===== src/rtl/wb_master_bridge.sv =====
// Wishbone B4 classic single-transaction initiator behind a valid/ready command/response port.
// Optional bus watchdog enabled by defining WBM_TIMEOUT_EN.
module wb_master_bridge #(
    parameter int WIDTH   = 32,
    parameter int TIMEOUT = 256
) (
    input  logic                 clk_i,
    input  logic                 rst_i,
    input  logic                 cmd_valid_i,
    output logic                 cmd_ready_o,
    input  logic                 cmd_we_i,
    input  logic [31:0]          cmd_addr_i,
    input  logic [WIDTH-1:0]     cmd_wdata_i,
    input  logic [WIDTH/8-1:0]   cmd_sel_i,
    output logic                 rsp_valid_o,
    input  logic                 rsp_ready_i,
    output logic [WIDTH-1:0]     rsp_rdata_o,
    output logic                 rsp_err_o,
    output logic                 rsp_timeout_o,
    output logic [31:0]          adr_o,
    output logic [WIDTH-1:0]     dat_o,
    output logic [WIDTH/8-1:0]   sel_o,
    output logic                 we_o,
    output logic                 cyc_o,
    output logic                 stb_o,
    input  logic [WIDTH-1:0]     dat_i,
    input  logic                 ack_i,
    input  logic                 err_i
);
    localparam int          SW         = WIDTH / 8;
    localparam logic [31:0] ALIGN_MASK = 32'(SW - 1);

    if (TIMEOUT < 2 || WIDTH < 8 || (WIDTH % 8) != 0) begin : g_param_check
        $error("wb_master_bridge: illegal WIDTH/TIMEOUT");
    end

    typedef enum logic [1:0] {IDLE, BUS, RESP} state_t;

    state_t             state_q, state_d;
    logic               cyc_q, cyc_d;
    logic               we_q, we_d;
    logic [31:0]        adr_q, adr_d;
    logic [WIDTH-1:0]   dat_q, dat_d;
    logic [SW-1:0]      sel_q, sel_d;
    logic               rsp_valid_q, rsp_valid_d;
    logic               rsp_err_q, rsp_err_d;
    logic               rsp_to_q, rsp_to_d;
    logic [WIDTH-1:0]   rsp_rdata_q, rsp_rdata_d;
    logic               misaligned;

`ifdef WBM_TIMEOUT_EN
    localparam int TW = $clog2(TIMEOUT);
    logic [TW-1:0] tmo_q, tmo_d;
`endif

    assign misaligned  = |(cmd_addr_i & ALIGN_MASK);
    assign cmd_ready_o = (state_q == IDLE) && !rst_i;

    always_comb begin
        state_d     = state_q;
        cyc_d       = cyc_q;
        we_d        = we_q;
        adr_d       = adr_q;
        dat_d       = dat_q;
        sel_d       = sel_q;
        rsp_valid_d = rsp_valid_q;
        rsp_err_d   = rsp_err_q;
        rsp_to_d    = rsp_to_q;
        rsp_rdata_d = rsp_rdata_q;
`ifdef WBM_TIMEOUT_EN
        tmo_d       = tmo_q;
`endif
        case (state_q)
            IDLE: begin
                if (cmd_valid_i && cmd_ready_o) begin
                    adr_d = cmd_addr_i;
                    dat_d = cmd_wdata_i;
                    sel_d = cmd_sel_i;
                    if (misaligned) begin
                        // Refused locally: no bus cycle is ever started.
                        state_d     = RESP;
                        rsp_valid_d = 1'b1;
                        rsp_err_d   = 1'b1;
                        rsp_to_d    = 1'b0;
                        rsp_rdata_d = '0;
                    end else begin
                        state_d = BUS;
                        cyc_d   = 1'b1;
                        we_d    = cmd_we_i;
`ifdef WBM_TIMEOUT_EN
                        tmo_d   = '0;
`endif
                    end
                end
            end
            BUS: begin
                if (err_i || ack_i) begin
                    state_d     = RESP;
                    cyc_d       = 1'b0;
                    we_d        = 1'b0;
                    rsp_valid_d = 1'b1;
                    rsp_to_d    = 1'b0;
                    // err wins over a simultaneous ack
                    rsp_err_d   = err_i;
                    rsp_rdata_d = (err_i || we_q) ? '0 : dat_i;
                end
`ifdef WBM_TIMEOUT_EN
                else if (tmo_q == TW'(TIMEOUT - 1)) begin
                    state_d     = RESP;
                    cyc_d       = 1'b0;
                    we_d        = 1'b0;
                    rsp_valid_d = 1'b1;
                    rsp_err_d   = 1'b1;
                    rsp_to_d    = 1'b1;
                    rsp_rdata_d = '0;
                end else begin
                    tmo_d = tmo_q + 1'b1;
                end
`endif
            end
            RESP: begin
                if (rsp_ready_i) begin
                    state_d     = IDLE;
                    rsp_valid_d = 1'b0;
                end
            end
            default: state_d = IDLE;
        endcase
    end

    always_ff @(posedge clk_i) begin
        if (rst_i) begin
            state_q     <= IDLE;
            cyc_q       <= 1'b0;
            we_q        <= 1'b0;
            adr_q       <= '0;
            dat_q       <= '0;
            sel_q       <= '0;
            rsp_valid_q <= 1'b0;
            rsp_err_q   <= 1'b0;
            rsp_to_q    <= 1'b0;
            rsp_rdata_q <= '0;
`ifdef WBM_TIMEOUT_EN
            tmo_q       <= '0;
`endif
        end else begin
            state_q     <= state_d;
            cyc_q       <= cyc_d;
            we_q        <= we_d;
            adr_q       <= adr_d;
            dat_q       <= dat_d;
            sel_q       <= sel_d;
            rsp_valid_q <= rsp_valid_d;
            rsp_err_q   <= rsp_err_d;
            rsp_to_q    <= rsp_to_d;
            rsp_rdata_q <= rsp_rdata_d;
`ifdef WBM_TIMEOUT_EN
            tmo_q       <= tmo_d;
`endif
        end
    end

    assign cyc_o         = cyc_q;
    assign stb_o         = cyc_q;
    assign we_o          = we_q;
    assign adr_o         = adr_q;
    assign dat_o         = dat_q;
    assign sel_o         = sel_q;
    assign rsp_valid_o   = rsp_valid_q;
    assign rsp_err_o     = rsp_err_q;
    assign rsp_rdata_o   = rsp_rdata_q;
`ifdef WBM_TIMEOUT_EN
    assign rsp_timeout_o = rsp_to_q;
`else
    assign rsp_timeout_o = 1'b0;
`endif
endmodule


===== config.mk =====
export PLATFORM = sky130hd
export DESIGN_NAME = wb_master_bridge
export DESIGN_NICKNAME = d
export VERILOG_FILES = /design/src/rtl/wb_master_bridge.sv
export SDC_FILE = /design/constraint.sdc
export NUM_CORES = 1
export LEC_CHECK = 0
export CAP_MARGIN = 20
export CORE_ASPECT_RATIO = 0.75
export CORE_MARGIN = 4
export CORE_UTILIZATION = 42
export DETAILED_ROUTE_END_ITERATION = 10
export PLACE_DENSITY = 0.86
export REMOVE_ABC_BUFFERS = 1
export SLEW_MARGIN = 15
export SYNTH_ARGS = -nofsm -noshare
export SYNTH_HDL_FRONTEND = slang
export SYNTH_SLANG_ARGS = --single-unit
export TNS_END_PERCENT = 100

===== constraint.sdc =====
create_clock -name clk_i -period 4.65 [get_ports clk_i]
set_clock_uncertainty 0.1 [all_clocks]
set_input_delay 0.93 -clock clk_i [delete_from_list [all_inputs] [get_ports clk_i]]
set_output_delay 0.93 -clock clk_i [all_outputs]
set_load 0.02 [all_outputs]

# [Word-level counts from Yosys, hierarchy flattened]
# Index checks and enable logic that the tools add are counted.
# Widths: inputs -> output; s select.
[op_classes] eq_ne=7 mux=24 reduce_logical=14
[op_table] op="$mux 32" n=4
[op_table] op="$pmux 32 s2" n=1
[op_table] op="$mux 1" n=10
[op_table] op="$mux 2" n=4
[op_table] op="$ne 2x2->1 const B" n=4
[op_table] op="$reduce_and 4->1" n=2
[op_table] op="$pmux 1 s2" n=3
[op_table] op="$pmux 2 s3" n=1
[op_table] op="$reduce_and 5->1" n=1
[op_table] op="$pmux 1 s3" n=1
[op_table] op="$reduce_and 3->1" n=1
[op_table] op="$reduce_bool 3->1" n=1
[op_table] op="$eq 2x1->1 const B" n=1
[op_table] op="$eq 2x2->1 const B" n=1
[op_table] op="$logic_and 1x1->1" n=2
[op_table] op="$logic_not 2->1" n=1
[op_table] op="$logic_or 1x1->1" n=2
[op_table] op="$ne 2x1->1 const B" n=1
[op_table] op="$reduce_and 2->1" n=1
[op_table] op="$reduce_bool 2->1" n=1
[op_table] op="$reduce_or 2->1" n=1
[op_table] op="$logic_not 1->1" n=1
[totals] reg_bits=106 out_inout_bits=107 word_cells=54

# [Depth between registers and ports, before layout]
# Gate-level depths: netlist of the first run.
[logic_depth] word_depth=5 mapped_depth=9 mapped_depth_nobuf=4

# [Worst setup path after synthesis of the first run]
# No wires, ideal clock.
[synth_timing] path_type="input-to-output" from="in rst_i" to="out cmd_ready_o" arrival_time_ns=1.541 t_required_ns=3.620 slack_ns=2.079 stages=2 n_path_buf=1 cell_sequence="buf_2 > nor3_1"
[synth_between] elab_chain_cells=2
[synth_rtl] item="from (decl)" line="8" source="input logic rst_i,"
[synth_rtl] item="$logic_not 1->1" line="57" source="assign cmd_ready_o = (state_q == IDLE) && !rst_i;"
[synth_rtl] item="$logic_and 1x1->1" line="57"
[synth_rtl] item="to (decl)" line="10" source="output logic cmd_ready_o,"
# No other way between the ends.

# [Final worst setup path of the first run]
# Ends and elaborated chain as after synthesis.

==> run metrics, run 1 <==
status finished clean; Syn Std Cell Area 0.00390 mm^2; max cap viols 0; Num CTS Buffers 9; Fin. Hold Viols 0; Fmax achieved 290 MHz; final std cells w/o fill 797; Distinct cells, synth 28; Final nets 771; worst skew pair latency 0.33 ns; Post-Synth Simple-Gate Area 0.214; most frequent cells in the layout clkdlybuf4s50_1 (212), nand2_1 (204), dfxtp_1 (106); worst r2r src state_q[0]$_SDFFE_PP0P_; Reg2Reg Depth 4; CTS Sinks 106; worst slack at placement 1.20 ns; CTS Hold Bufs 0; post-CTS sizing 0; commonest non-fill, non-tap cell in the layout clkdlybuf4s50_1; drt pass-1 iters 5; initial antenna violation count 0; P_leak 0.00241 uW; setup ws final 1.20 ns; cell count after synthesis 473; crit path max fanout 8; Synth Area in Compound Gates 0.108; antenna-violating nets left 0; Clock Pin Slew Worst Setup and Hold Paths 0.07 ns; layout cell share with drive strength beyond 1 0.0344; final core occ 0.698; Syn-to-layout area delta 61.7%; largest family of logic cells by synthesized area simple AND/OR/NAND/NOR gates; min-delay src adr_o[31]$_SDFFE_PP0P_; 1st-iter DRT viols 292; I/O pins 214; vias in the first global route 3675; placed cell count 781; height of the die 91.5 um; Max Slew Vio Count 0; Crit Path Class in2out; Die W 119 um; Final Power 2040 uW; total grt overflow 0; maximum root-to-sink buffer count 2; multiplexer area fraction after synthesis 0.0820; pin count of the biggest net entering global routing 103; Rows 30; register area share after synthesis 0.543; CP startpoint kind primary input; final setup violating endpoints 0; R2R Setup Slk 2.37 ns; first-pass GRT wire length 18100 um; Hold Crit Depth 2; Rel. slew slack 0.326; CTS HTree Levels 3; Setup crit end kind output port; Hold EP adr_o[31]$_SDFFE_PP0P_; CP required 3.62 ns; Die Footprint 0.0109 mm^2; RSZ-0062 raised after global routing false; FF+latch count, synth 106; Starting Density 0.432; power per cell area 323 mW/mm^2; GRT Total Usage 0.203; Crit. Startpoint rst_i; WHS 0.355 ns; TritonCTS clock tree yes; Vias/cell 4.77; Critical Path AT 2.42 ns; final period utilization 0.742; core box area 0.00905 mm^2; CTS root buf clkbuf_16; via count 3801; worst-margin pin slew 1.01 ns; diode count 0; Synth Area in Adders 0; Hold Crit Class reg2reg; RR Endpoint dat_o[16]$_SDFFE_PP0P_; DRC Markers 0; total wire length 11200 um; GP Congestion 0.774; DP Wirelength 8050 um; Fillers 686; Post CTS Setup Buffer Count 0; PortBufs 212; yosys warns 0; Syn Area/Cell 8.26 um^2; post-layout minimum cycle time 3.45 ns; xor and xnor fraction of the mapped netlist area 0; worst vdd ir 0.000218 V; post-DR wirelength/cell 14.0 um
-- per-stage QoR --
stage	instance area (um^2)	TNS, ns
after floorplan	3720	-22.49
after global placement	6040	0
after detailed placement	6040	0
after CTS	6310	0
after global routing	6310	0
final	6310	0
-- layout make-up --
type | count | area [um^2] | share of cell area
Timing Repair Buffer | 216 | 2150 | 0.341
Sequential cell | 106 | 2120 | 0.336
Inverter | 3 | 11.3 | 0.00178
Clock inverter | 6 | 42.5 | 0.00674
Clock buffer | 10 | 229 | 0.0363
Multi-Input combinational cell | 328 | 1600 | 0.253
Tap cell | 128 | 160 | 0.0254
-- metal layers --
layer,GRT usage,routed length (um)
met1,0.236,4470
met2,0.343,5580
met3,0.0809,907
met4,0.0677,232
met5,0,0
-- Yosys cell counts --
cell,number,area (um^2)
a21o_1,1,7.51
buf_4,2,15.0
nand2_1,204,766
inv_2,1,3.75
buf_2,3,15.0
o21ai_0,69,345
buf_6,1,11.3
or3_1,1,6.26
o311a_1,1,10.0
a21oi_1,4,20.0
dfxtp_1,106,2120
nor3_1,1,5.00
inv_1,2,7.51
buf_8,3,45.0
and3_1,1,6.26
a31oi_1,1,6.26
nor4_2,1,12.5
a221oi_1,1,8.76
mux2i_1,32,320
clkbuf_1,26,97.6
clkbuf_2,1,5.00
o21ai_4,1,16.3
nor2_1,5,18.8
nor3b_1,1,7.51
conb_1,1,3.75
nand3b_1,1,7.51
nand2b_1,1,6.26
a311oi_1,1,8.76
-- worst max path at each step --
| stage | endpoint | cells past startpoint |
|---|---|---|
| after CTS | cmd_ready_o | 3 |
| after floorplan | rsp_err_o$_SDFFE_PP0P_ | 4 |
| after detailed placement | cmd_ready_o | 3 |
| after global routing | cmd_ready_o | 3 |
| final | cmd_ready_o | 3 |
| after global placement | cmd_ready_o | 3 |
-- state kept, by name (all words and copies together), names as in the netlist --
name,flops
adr_o,32
dat_o,32
rsp_rdata_o,32
sel_o,4
state_q,2
cyc_o,1
rsp_err_o,1
rsp_valid_o,1
we_o,1
-- logic make-up after synthesis --
family / Yosys count
other: 1
muxes: 32
and+or+nand+nor: 216
AOI/OAI and AO/OA: 79
buffers and inverters: 39
DFF: 106
-- critical path, cell delays in order --
cell             delay [ns]
clkdlybuf4s50_1        0.58
nor3_1                 0.26
clkdlybuf4s50_1        0.65
-- report_power, final --
| part | internal [uW] | switching (uW) | total, uW |
|---|---|---|---|
| sequential | 958 | 25.6 | 984 |
| combinational | 191 | 168 | 359 |
| clock | 364 | 331 | 695 |
Note: power is estimated with default switching activity, not from simulation.
==> run 2, diff against run 1 <==
--- a/config.mk
+++ b/config.mk
@@ -8,9 +8,9 @@
 export CAP_MARGIN = 20
 export CORE_ASPECT_RATIO = 0.75
 export CORE_MARGIN = 4
-export CORE_UTILIZATION = 42
+export CORE_UTILIZATION = 39
 export DETAILED_ROUTE_END_ITERATION = 10
-export PLACE_DENSITY = 0.86
+export PLACE_DENSITY = 0.81
 export REMOVE_ABC_BUFFERS = 1
 export SLEW_MARGIN = 15
 export SYNTH_ARGS = -nofsm -noshare
==> constraint.sdc (replaced) <==
create_clock -name clk_i -period 3.3 [get_ports clk_i]
set_clock_uncertainty 0.1 [all_clocks]
set_input_delay 0.66 -clock clk_i [delete_from_list [all_inputs] [get_ports clk_i]]
set_output_delay 0.66 -clock clk_i [all_outputs]
set_load 0.02 [all_outputs]
==> run metrics, run 2 (synthesized netlist as in run 1, its figures left out) <==
status finished clean; CTS root buf clkbuf_16; Rows 31 (+3.3%); most frequent cells in the layout clkdlybuf4s50_1 (212), nand2_1 (204), dfxtp_1 (106); post-DR wirelength/cell 13.8 um (-1.4%); min-delay src dat_o[9]$_SDFFE_PP0P_; Hold EP dat_o[9]$_SDFFE_PP0P_; max cap viols 0 (unchanged); initial antenna violation count 0 (unchanged); height of the die 94.7 um (+3.4%); Num CTS Buffers 9 (unchanged); GP Congestion 0.799 (+3.2%); RSZ-0062 raised after global routing false; Die W 124 um (+3.5%); DRC Markers 0 (unchanged); RR Endpoint dat_o[25]$_SDFFE_PP0P_; DP Wirelength 8270 um (+2.8%); worst vdd ir 0.000371 V (+70%); Post CTS Setup Buffer Count 0 (unchanged); crit path max fanout 2 (-6); first-pass GRT wire length 17400 um (-3.4%); Max Slew Vio Count 0 (unchanged); TritonCTS clock tree yes; pin count of the biggest net entering global routing 123 (+19%); Setup crit end kind output port; drt pass-1 iters 4 (-1); Fmax achieved 379 MHz; Vias/cell 4.65 (-2.4%); CP startpoint kind primary input; cell area after placement 0.00609 mm^2 (+0.75%); total grt overflow 0 (unchanged); Critical Path AT 1.88 ns (-0.54 ns); P_leak 0.00243 uW (+0.79%); WHS 0.356 ns (+0.000733 ns); commonest non-fill, non-tap cell in the layout clkdlybuf4s50_1; diode count 0 (unchanged); power per cell area 462 mW/mm^2 (+43%); worst r2r src state_q[1]$_SDFFE_PP0P_; total wire length 11100 um (-0.69%); CTS Hold Bufs 0 (unchanged); Die Footprint 0.0117 mm^2 (+7.1%); core box area 0.00970 mm^2 (+7.2%); final core occ 0.658 (-0.0404); vias in the first global route 3614 (-1.7%); post-layout minimum cycle time 2.64 ns; I/O pins 214 (unchanged); PortBufs 212 (unchanged); maximum root-to-sink buffer count 2 (unchanged); Reg2Reg Depth 4 (unchanged); setup TNS 0 ns (unchanged); post-CTS sizing 0 (unchanged); Design Area, Final 0.00638 mm^2 (+0.99%); 1st-iter DRT viols 233 (-20%); Starting Density 0.403 (-0.0290); Crit Path Class in2out; final period utilization 0.799; Fin. Hold Viols 0 (unchanged); Hold Crit Depth 2 (unchanged); antenna-violating nets left 0 (unchanged); Fillers 784 (+14%); final setup violating endpoints 0 (unchanged); CTS Sinks 106 (unchanged); Clock Pin Slew Worst Setup and Hold Paths 0.06 ns (about the same); Rel. slew slack 0.664 (+0.338); GRT Total Usage 0.188 (-0.0153); Crit. Startpoint rst_i; layout cell share with drive strength beyond 1 0.0343 (-0.000102); worst skew pair latency 0.33 ns (about the same); CTS HTree Levels 3 (unchanged); worst-margin pin slew 0.505 ns (-0.506 ns); CP required 2.54 ns (-1.08 ns); Final nets 773 (+0.26%); via count 3737 (-1.7%); R2R Setup Slk 1.53 ns (-0.84 ns); Syn-to-layout area delta 63.3%; Hold Crit Class reg2reg
==> run 2: changes by cell type in the layout (fill, tap and decap cells not counted) <==
cell,previous run,this run
clkinvlp_4,2,3
clkinv_2,2,0
inv_6,1,0
clkbuf_1,1,3
bufinv_16,0,1
clkinv_4,1,0
buf_12,0,2
==> run 2: where the power goes <==
| group | switching, uW | internal [uW] |
|---|---|---|
| clock network | 456 | 590 |
| logic | 237 | 274 |
| registers | 36.7 | 1350 |
| total | 730 | 2210 |
==> run 2: worst max path at each step <==
stage	to	slack, ns
detailed placement	adr_o[6]$_SDFFE_PP0P_	0.66
global placement	cmd_ready_o	0.68
CTS	cmd_ready_o	0.66
finish	cmd_ready_o	0.66
global route	cmd_ready_o	0.63
floorplan	rsp_err_o$_SDFFE_PP0P_	-1.82
==> run 2: final cells by class <==
type	instances	area, um^2	area share
inverters	3	11.3	0.00177
well taps	132	165	0.0259
clock inverters	4	52.6	0.00824
multi-input cells	328	1600	0.250
flip-flops and latches	106	2120	0.333
clock buffers	12	236	0.0371
repair buffers	218	2190	0.344
==> run 2: per-layer routing <==
layer | vias up | track usage | wire length (um)
met1 | 1676 | 0.215 | 4500
met5 | - | 0 | 0
met3 | 23 | 0.0731 | 1020
li1 | 1907 | - | -
met2 | 131 | 0.319 | 5320
met4 | 0 | 0.0691 | 285
==> run 2: critical path, cell delays in order <==
cell and delay (ns):
clkdlybuf4s50_1 0.43, nor3_1 0.16, clkdlybuf4s50_1 0.63
==> run 2: per-stage QoR <==
step                setup slack, ns  power (uW)  std cells
finish                        0.662        2940        803
global placement              0.678        1920        787
detailed placement            0.657        1930        787
floorplan                     -1.82        1620        437
CTS                           0.662        2990        803
global route                  0.634        3080        803
==> run 3, diff against run 2 <==
==> constraint.sdc (replaced) <==
create_clock -name clk_i -period 2.64 [get_ports clk_i]
set_clock_uncertainty 0.1 [all_clocks]
set_input_delay 0.528 -clock clk_i [delete_from_list [all_inputs] [get_ports clk_i]]
set_output_delay 0.528 -clock clk_i [all_outputs]
set_load 0.02 [all_outputs]
==> run metrics, run 3 (synthesized netlist as in run 1, its figures left out) <==
status finished clean; Setup crit end kind output port; TritonCTS clock tree yes; met2 GRT Util 0.315 (-0.00362); Hold Crit Class reg2reg; power per cell area 573 mW/mm^2 (+24%); worst slack at placement 0.223 ns (-0.434 ns); CTS Hold Bufs 0 (unchanged); RSZ-0062 raised after global routing false; pin count of the biggest net entering global routing 140 (+14%); Syn-to-layout area delta 63.5%; CP required 2.01 ns (-0.53 ns); Rel. slew slack 0.662 (-0.00128); antenna-violating nets left 0 (unchanged); CTS HTree Levels 3 (unchanged); final period utilization 0.891; Post CTS Setup Buffer Count 0 (unchanged); Crit Path Class in2out; first-pass GRT wire length 17000 um (-2.5%); initial antenna violation count 0 (unchanged); vias in the first global route 3629 (+0.42%); Rows 31 (unchanged); height of the die 94.7 um (unchanged); cell area after placement 0.00610 mm^2 (+0.21%); Vias/cell 4.64 (-0.28%); post-layout minimum cycle time 2.35 ns; Die Footprint 0.0117 mm^2 (unchanged); Critical Path AT 1.72 ns (-0.16 ns); GP Congestion 0.788 (-1.3%); R2R Setup Slk 0.79 ns (-0.74 ns); layout cell share with drive strength beyond 1 0.0358 (+0.00154); Multi-input gate area 0.00160 mm^2 (unchanged); crit path max fanout 2 (unchanged); drt pass-1 iters 4 (unchanged); setup ws final 0.288 ns (-0.374 ns); WHS 0.355 ns (-0.000360 ns); Hold EP dat_o[18]$_SDFFE_PP0P_; Design Area, Final 0.00638 mm^2 (+0.14%); Reg2Reg Depth 5 (+1); worst skew pair latency 0.33 ns (about the same); I/O pins 214 (unchanged); Fillers 793 (+1.1%); P_leak 0.00244 uW (+0.58%); Max Slew Vio Count 0 (unchanged); DRC Markers 0 (unchanged); DP Wirelength 7980 um (-3.5%); Hold Crit Depth 2 (unchanged); via count 3722 (-0.40%); GRT Total Usage 0.182 (-0.00591); RR Endpoint rsp_rdata_o[6]$_SDFFE_PP0P_; commonest non-fill, non-tap cell in the layout clkdlybuf4s50_1; max cap viols 0 (unchanged); met3 Use GR 0.0641 (-0.00898); CTS root buf clkbuf_16; register area 0.00212 mm^2 (unchanged); most frequent cells in the layout clkdlybuf4s50_1 (212), nand2_1 (204), dfxtp_1 (106); 1st-iter DRT viols 192 (-18%); PortBufs 212 (unchanged); Num CTS Buffers 9 (unchanged); Die W 124 um (unchanged); M1 GR Usage 0.209 (-0.00651); diode count 0 (unchanged); min-delay src dat_o[18]$_SDFFE_PP0P_; gr busiest metal met2; Starting Density 0.403 (unchanged); core box area 0.00970 mm^2 (unchanged); Fin. Hold Viols 0 (unchanged); worst vdd ir 0.000373 V (+0.60%); post-CTS sizing 0 (unchanged); CP startpoint kind primary input; Fmax achieved 425 MHz; Clock Pin Slew Worst Setup and Hold Paths 0.06 ns (about the same); CTS Sinks 106 (unchanged); total grt overflow 0 (unchanged); Final nets 773 (unchanged); worst-margin pin slew 0.507 ns (+0.00192 ns); total wire length 11100 um (-0.43%); post-DR wirelength/cell 13.8 um (-0.31%); maximum root-to-sink buffer count 2 (unchanged); final setup violating endpoints 0 (unchanged); worst r2r src state_q[1]$_SDFFE_PP0P_; Final Power 3660 uW (+24%)
## run 3: changes by cell type in the layout (fill, tap and decap cells not counted)
cell	previous run	this run
clkbuf_1	3	1
buf_12	2	3
clkinv_2	0	2
clkinv_4	0	1
buf_4	4	3
clkinvlp_4	3	1
## run 3: worst max path at each step
stage | slack, ns | endpoint | startpoint
after floorplan | -2.35 | rsp_err_o$_SDFFE_PP0P_ | rst_i
after global placement | 0.28 | cmd_ready_o | rst_i
after detailed placement | 0.22 | rsp_rdata_o[6]$_SDFFE_PP0P_ | rst_i
after CTS | 0.28 | cmd_ready_o | rst_i
after global routing | 0.22 | cmd_ready_o | rst_i
final | 0.29 | cmd_ready_o | rst_i
## run 3: metal layers
metal | part of all wire | routed length (um) | up-vias
met4 | 0.022 | 240 | 0
met1 | 0.40 | 4430 | 1667
met3 | 0.083 | 924 | 22
met2 | 0.49 | 5480 | 134
met5 | 0 | 0 | -
li1 | - | - | 1899
## run 3: critical path: stages
cell,delay [ns]
clkdlybuf4s50_1,0.42
nor3_1,0.14
clkdlybuf4s50_1,0.63
## run 3: layout make-up
| type | instances | share of cell area |
|---|---|---|
| Clock buffer | 10 | 0.0359 |
| Sequential cell | 106 | 0.332 |
| Multi-Input combinational cell | 328 | 0.250 |
| Clock inverter | 5 | 0.00882 |
| Timing Repair Buffer | 218 | 0.345 |
| Tap cell | 132 | 0.0259 |
| Inverter | 3 | 0.00176 |
## run 3: where the power goes
group          internal [uW]  switching, uW  leakage [uW]
Sequential              1690           46.0      0.000868
Combinational            345            298       0.00144
Clock                    728            555      0.000138
## run 3: per-stage QoR
step	utilization	std cells	TNS [ns]
after floorplan	-	437	-190.07
after global placement	0.629	787	0
after detailed placement	0.629	787	0
after CTS	0.658	802	0
after global routing	0.658	802	0
final	0.658	802	0
